**src/rtl/wfg_stim_ramp_top.sv**
```systemverilog
// Wishbone-configured ramp stimulus generator with an AXI-Stream sample output.
// It produces a sawtooth (wrap to START) or a triangle (bounce between START and LIMIT).
// Every value advances only on a stream handshake.
module wfg_stim_ramp_top #(
    parameter int unsigned BUSW = 32,
    parameter int unsigned DATW = 32
) (
    input  logic            wb_clk_i,
    input  logic            wb_rst_i,
    input  logic            wbs_stb_i,
    input  logic            wbs_cyc_i,
    input  logic            wbs_we_i,
    input  logic [3:0]      wbs_sel_i,
    input  logic [BUSW-1:0] wbs_dat_i,
    input  logic [BUSW-1:0] wbs_adr_i,
    output logic            wbs_ack_o,
    output logic [BUSW-1:0] wbs_dat_o,
    input  logic            wfg_axis_tready_i,
    output logic            wfg_axis_tvalid_o,
    output logic [DATW-1:0] wfg_axis_tdata_o
);

    typedef enum logic [1:0] {StIdle, StUp, StDown} state_e;

    localparam logic [3:0] AdrCtrl  = 4'h0;
    localparam logic [3:0] AdrStart = 4'h4;
    localparam logic [3:0] AdrStep  = 4'h8;
    localparam logic [3:0] AdrLimit = 4'hC;

    logic            wb_req;
    logic            ack_q, ack_d;
    logic [BUSW-1:0] rdat_q, rdat_d;
    logic [1:0]      ctrl_q, ctrl_d;
    logic [DATW-1:0] start_q, start_d;
    logic [DATW-1:0] step_q, step_d;
    logic [DATW-1:0] limit_q, limit_d;
    logic [DATW-1:0] cur_q, cur_d;
    state_e          state_q, state_d;

    logic            en, mode;
    logic            tvalid;
    logic            hs;
    logic [DATW:0]   sum_up;
    logic [DATW:0]   floor_dn;
    logic [DATW:0]   cur_x;
    logic [DATW:0]   limit_x;

    // Byte select, upper address bits and upper data bits carry no meaning here.
    logic unused_bus;
    assign unused_bus = ^{wbs_sel_i, wbs_adr_i, wbs_dat_i};

    assign en       = ctrl_q[0];
    assign mode     = ctrl_q[1];
    assign wb_req   = wbs_stb_i && wbs_cyc_i && !ack_q;
    assign hs       = tvalid && wfg_axis_tready_i;

    // One extra bit so that the sum and the lower turn-around bound never wrap.
    assign cur_x    = {1'b0, cur_q};
    assign limit_x  = {1'b0, limit_q};
    assign sum_up   = cur_x + {1'b0, step_q};
    assign floor_dn = {1'b0, start_q} + {1'b0, step_q};

    // Register file decode: single-cycle ack, registered read data, write on the ack edge.
    always_comb begin
        ack_d   = wb_req;
        rdat_d  = '0;
        ctrl_d  = ctrl_q;
        start_d = start_q;
        step_d  = step_q;
        limit_d = limit_q;
        if (wb_req) begin
            case (wbs_adr_i[3:0])
                AdrCtrl: begin
                    rdat_d[1:0] = ctrl_q;
                    if (wbs_we_i) ctrl_d = wbs_dat_i[1:0];
                end
                AdrStart: begin
                    rdat_d[DATW-1:0] = start_q;
                    if (wbs_we_i) start_d = wbs_dat_i[DATW-1:0];
                end
                AdrStep: begin
                    rdat_d[DATW-1:0] = step_q;
                    if (wbs_we_i) step_d = wbs_dat_i[DATW-1:0];
                end
                AdrLimit: begin
                    rdat_d[DATW-1:0] = limit_q;
                    if (wbs_we_i) limit_d = wbs_dat_i[DATW-1:0];
                end
                default: ;
            endcase
        end
    end

    // Bus-side registers.
    always_ff @(posedge wb_clk_i or posedge wb_rst_i) begin
        if (wb_rst_i) begin
            ack_q   <= 1'b0;
            rdat_q  <= '0;
            ctrl_q  <= '0;
            start_q <= '0;
            step_q  <= '0;
            limit_q <= '0;
        end else begin
            ack_q   <= ack_d;
            rdat_q  <= rdat_d;
            ctrl_q  <= ctrl_d;
            start_q <= start_d;
            step_q  <= step_d;
            limit_q <= limit_d;
        end
    end

    // FSM state register.
    always_ff @(posedge wb_clk_i or posedge wb_rst_i) begin
        if (wb_rst_i) begin
            state_q <= StIdle;
        end else begin
            state_q <= state_d;
        end
    end

    // FSM next state: clearing EN always wins; direction changes only on a handshake.
    always_comb begin
        state_d = state_q;
        if (!en) begin
            state_d = StIdle;
        end else begin
            case (state_q)
                StIdle: state_d = StUp;
                StUp: begin
                    if (hs && mode && (sum_up >= limit_x)) state_d = StDown;
                end
                StDown: begin
                    // With MODE cleared the down leg behaves as up and returns there.
                    if (hs && (!mode || (cur_x <= floor_dn))) state_d = StUp;
                end
                default: state_d = StIdle;
            endcase
        end
    end

    // FSM outputs: EN gates tvalid so a stop takes effect right after the CTRL write.
    always_comb begin
        tvalid = en && (state_q != StIdle);
    end

    // Current value: loads START on start-up, otherwise advances on handshakes only.
    always_comb begin
        cur_d = cur_q;
        if (state_q == StIdle) begin
            if (en) cur_d = start_q;
        end else if (hs) begin
            if (!mode) begin
                cur_d = (sum_up > limit_x) ? start_q : sum_up[DATW-1:0];
            end else if (state_q == StUp) begin
                cur_d = (sum_up >= limit_x) ? limit_q : sum_up[DATW-1:0];
            end else begin
                cur_d = (cur_x <= floor_dn) ? start_q : (cur_q - step_q);
            end
        end
    end

    // Sample register.
    always_ff @(posedge wb_clk_i or posedge wb_rst_i) begin
        if (wb_rst_i) begin
            cur_q <= '0;
        end else begin
            cur_q <= cur_d;
        end
    end

    assign wbs_ack_o         = ack_q;
    assign wbs_dat_o         = rdat_q;
    assign wfg_axis_tvalid_o = tvalid;
    assign wfg_axis_tdata_o  = cur_q;

endmodule

```
**config.mk**
```make
export PLATFORM = sky130hd
export DESIGN_NAME = wfg_stim_ramp_top
export DESIGN_NICKNAME = d
export VERILOG_FILES = /design/src/rtl/wfg_stim_ramp_top.sv
export SDC_FILE = /design/constraint.sdc
export NUM_CORES = 1
export LEC_CHECK = 0
export ABC_AREA = 1
export CAP_MARGIN = 10
export CORE_ASPECT_RATIO = 2
export CORE_MARGIN = 3
export CORE_UTILIZATION = 40
export DETAILED_ROUTE_END_ITERATION = 10
export DONT_BUFFER_PORTS = 1
export MAX_ROUTING_LAYER = met4
export PLACE_DENSITY = 0.55
export SLEW_MARGIN = 20
export SYNTH_ARGS = -nofsm -noshare
export SYNTH_HDL_FRONTEND = slang
export SYNTH_SLANG_ARGS = --single-unit
```
**constraint.sdc**
```tcl
create_clock -name wb_clk_i -period 5.9 [get_ports wb_clk_i]
set_clock_uncertainty 0.2 [all_clocks]
set_input_delay 1.18 -clock wb_clk_i [delete_from_list [all_inputs] [get_ports wb_clk_i]]
set_output_delay 1.18 -clock wb_clk_i [all_outputs]
set_load 0.1 [all_outputs]
```
==> qor.txt <==
Combinational power share: 72.1%
Fmax: 176 MHz
Leak: 8.31 nW
Post-CTS setup repair buffer count: 0
Chip width: 146 um
Fin crit period: 5.68 ns
Detailed Place HPWL: 52100 um
Max FO, Critical Path: 32
NetSw: 6.05 mW
Req. time, crit path: 6.09 ns
Distinct cell type count of the synthesized netlist: 48
Vias in the first global route: 16400
First-pass GRT wire length: 99800 um
PortBufs: 0
Max_cap viols: 0
Worst hold path type: reg -> reg
Clock Path Buffers: 2
Fraction of registers with async set or reset after synthesis: 100%
Final cell count without fillers: 2874
Die height: 287 um
Ranking of synthesized cells by area: dfrtp_1 (26%), ha_1 (13%), nand2_1 (12%)
Element type at the critical path start: flop
Top-area cell type share of the netlist area: 26.2%
Share of layout cells above drive strength 1: 7.65%
Rel. slew slack: 27.2%
Top FF cell, synth: dfrtp_1
Post-route cell area: 17200 sq um
Setup TNS: 0 ns
Synth Area in Simple Gates: 25.4%
CTS buffer count: 17
P per Cell Area: 585 nW/um^2
Starting density of the core: 40.6%
GRT busiest layer: met2
XOR/XNOR Fraction of Synth Area: 4.56%
Grt met3 use: 3.35%
Worst setup margin: 0.215 ns
Final Power: 10.0 mW
Clk_lat worst skew: 0.48 ns
Hold_buf cts: 0
Utilization after layout: 44.2%
Yosys top cell by area: dfrtp_1
Setup CP Type: reg -> reg
Hold WS: 0.285 ns
Syn Area/Cell: 6.72 sq um
Wirelength, routed: 66800 um
Slew @ Worst Pin: 1.09 ns
Inst Count DP: 2841
# setup viols final: 0
Mux cell area share after synthesis: 0%
Final #Nets: 2576
Max-slew violations: 0
Placeable Area: 38800 sq um
Switch share: 60.2%
Syn Nets: 2581
Placed inst area: 16600 sq um
Num rows: 102
Root buf cell: clkbuf_16
Area of the mapped netlist: 15700 sq um
Vias per Instance: 5.65
Met1 Usage GRT: 31.6%
CTS H-tree lvls: 4
Flip-flop and latch count after synthesis: 165
Worst vdd ir: 0.402 mV
Post-Syn Instances: 2345
Global placer's final weighted congestion: 1.04
Register share of total power: 16.1%
Sequential fraction of the synthesis area: 26.2%
Fin. Hold Viols: 0
Antenna Nets Post-Route: 0
Compound-gate portion of the synthesized area: 20.2%
Largest family of logic cells by synthesized area: simple AND/OR/NAND/NOR gates
Largest net degree at the start of global routing: 84
Area grow syn2layout: 8.99%
DRC violations left: 0
Via count: 16200
RSZ-0062 raised after global routing: no
Most frequent cell after synthesis: nand2_1
Post-synth EDFFs: 0
Clock share of power: 11.7%
CTS sink count: 165
Adder-cell share of the synthesized area: 13.0%
CP arrival: 5.88 ns
DIE AREA: 41900 sq um
Status: finished, final reports clean
Congestion Overflow GR: 0
Top post-synthesis cells by count: nand2_1 (509), inv_1 (318), nor2_1 (200)
Total iterations of the first detailed-routing run: 5
# resized after CTS: 0
Gr usage total: 32.4%
Clock-pin slew on the worst setup and hold paths: 0.07 ns
Routed len/inst: 23.2 um
Global routing usage on met2: 60.7%
Ys Warns: 0
DR iter-0 viols: 1203
Initial antenna violation count: 1
CP Capture Type: flop
TritonCTS clock tree: done
Tcrit/Tclk final: 96.3%
IO Pins: 140
Int Power: 4.00 mW
Pre-CTS WS: 0.374 ns
[critical path: stages, from the launching register on]
cell and delay (ns):
dfrtp_1 0.45, ha_1 0.25, inv_1 0.06, fa_1 0.41
o21ai_1 0.22, nand3_1 0.09, nand2_1 0.22, a21oi_1 0.15
o21ai_0 0.39, a31oi_1 0.22, o31ai_1 0.44, xnor2_1 0.13
ha_1 0.32, nand2_1 0.20, nor4_1 0.34, buf_4 0.19
nand2_1 0.05, nor4_1 0.15, nand4_1 0.17, buf_4 0.33
nand3_1 0.23, nand3_1 0.10, nand3_1 0.09, nand2_1 0.06
a21oi_1 0.13
[kinds of logic after synthesis]
group	Yosys count
flops	165
fa+ha+maj	162
xor+xnor	82
buf+inv	420
simple gates	961
compound gates	555
[final timing paths]
check / to / startpoint / slack (ns) / cells past startpoint
worst min register to register: limit_q[20] / limit_q[20] / 0.28 / 2
max in group asynchronous: wbs_dat_o[29] / wb_rst_i / 4.04 / 2
worst max register to register: wfg_axis_tdata_o[2] / step_q[0] / 0.22 / 24
min in group asynchronous: wbs_dat_o[14] / wb_rst_i / 0.50 / 1
worst min-delay path: limit_q[20] / limit_q[20] / 0.28 / 2
worst max-delay path: wfg_axis_tdata_o[2] / step_q[0] / 0.22 / 24
[registers in the layout (all words and copies together) (netlist names)]
signal / cells
limit_q: 32
start_q: 32
step_q: 32
wbs_dat_o: 32
wfg_axis_tdata_o: 32
ctrl_q: 2
state_q: 2
wbs_ack_o: 1
[cells in the final DEF, fill, tap and decap left out, types with 51 or more instances in the layout]
cell type,netlist,layout
nand2_1,509,506
inv_1,318,315
nor2_1,200,197
o21ai_0,195,195
nand3_1,183,183
a21oi_1,171,170
dfrtp_1,165,165
ha_1,159,159
xor2_1,64,64
buf_4,2,61
a21oi_2,51,51
[power groups by stage]
stage | clock network, mW | registers, mW | logic (mW)
after floorplan | 0 | 2.38 | 4.11
after global placement | 0 | 1.64 | 7.09
after detailed placement | 0 | 1.64 | 7.15
after CTS | 1.20 | 1.62 | 7.18
after global routing | 1.24 | 1.65 | 7.82
final | 1.18 | 1.62 | 7.24
[metal layers]
layer / vias up / share of wire (%)
li1: 7727 / -
met1: 7655 / 35
met2: 628 / 54
met3: 218 / 4.2
met4: 0 / 7.2
met5: - / 0
[final cells by class]
type	count	area, sq um
Clock buffer	19	443
Clock inverter	13	145
Multi-Input combinational cell	1760	9990
Timing Repair Buffer	66	558
Fill cell	4223	21600
Antenna cell	1	2.50
Inverter	330	1240
Sequential cell	165	4130
Tap cell	520	651
No activity file was read; power rests on OpenSTA's default activity.
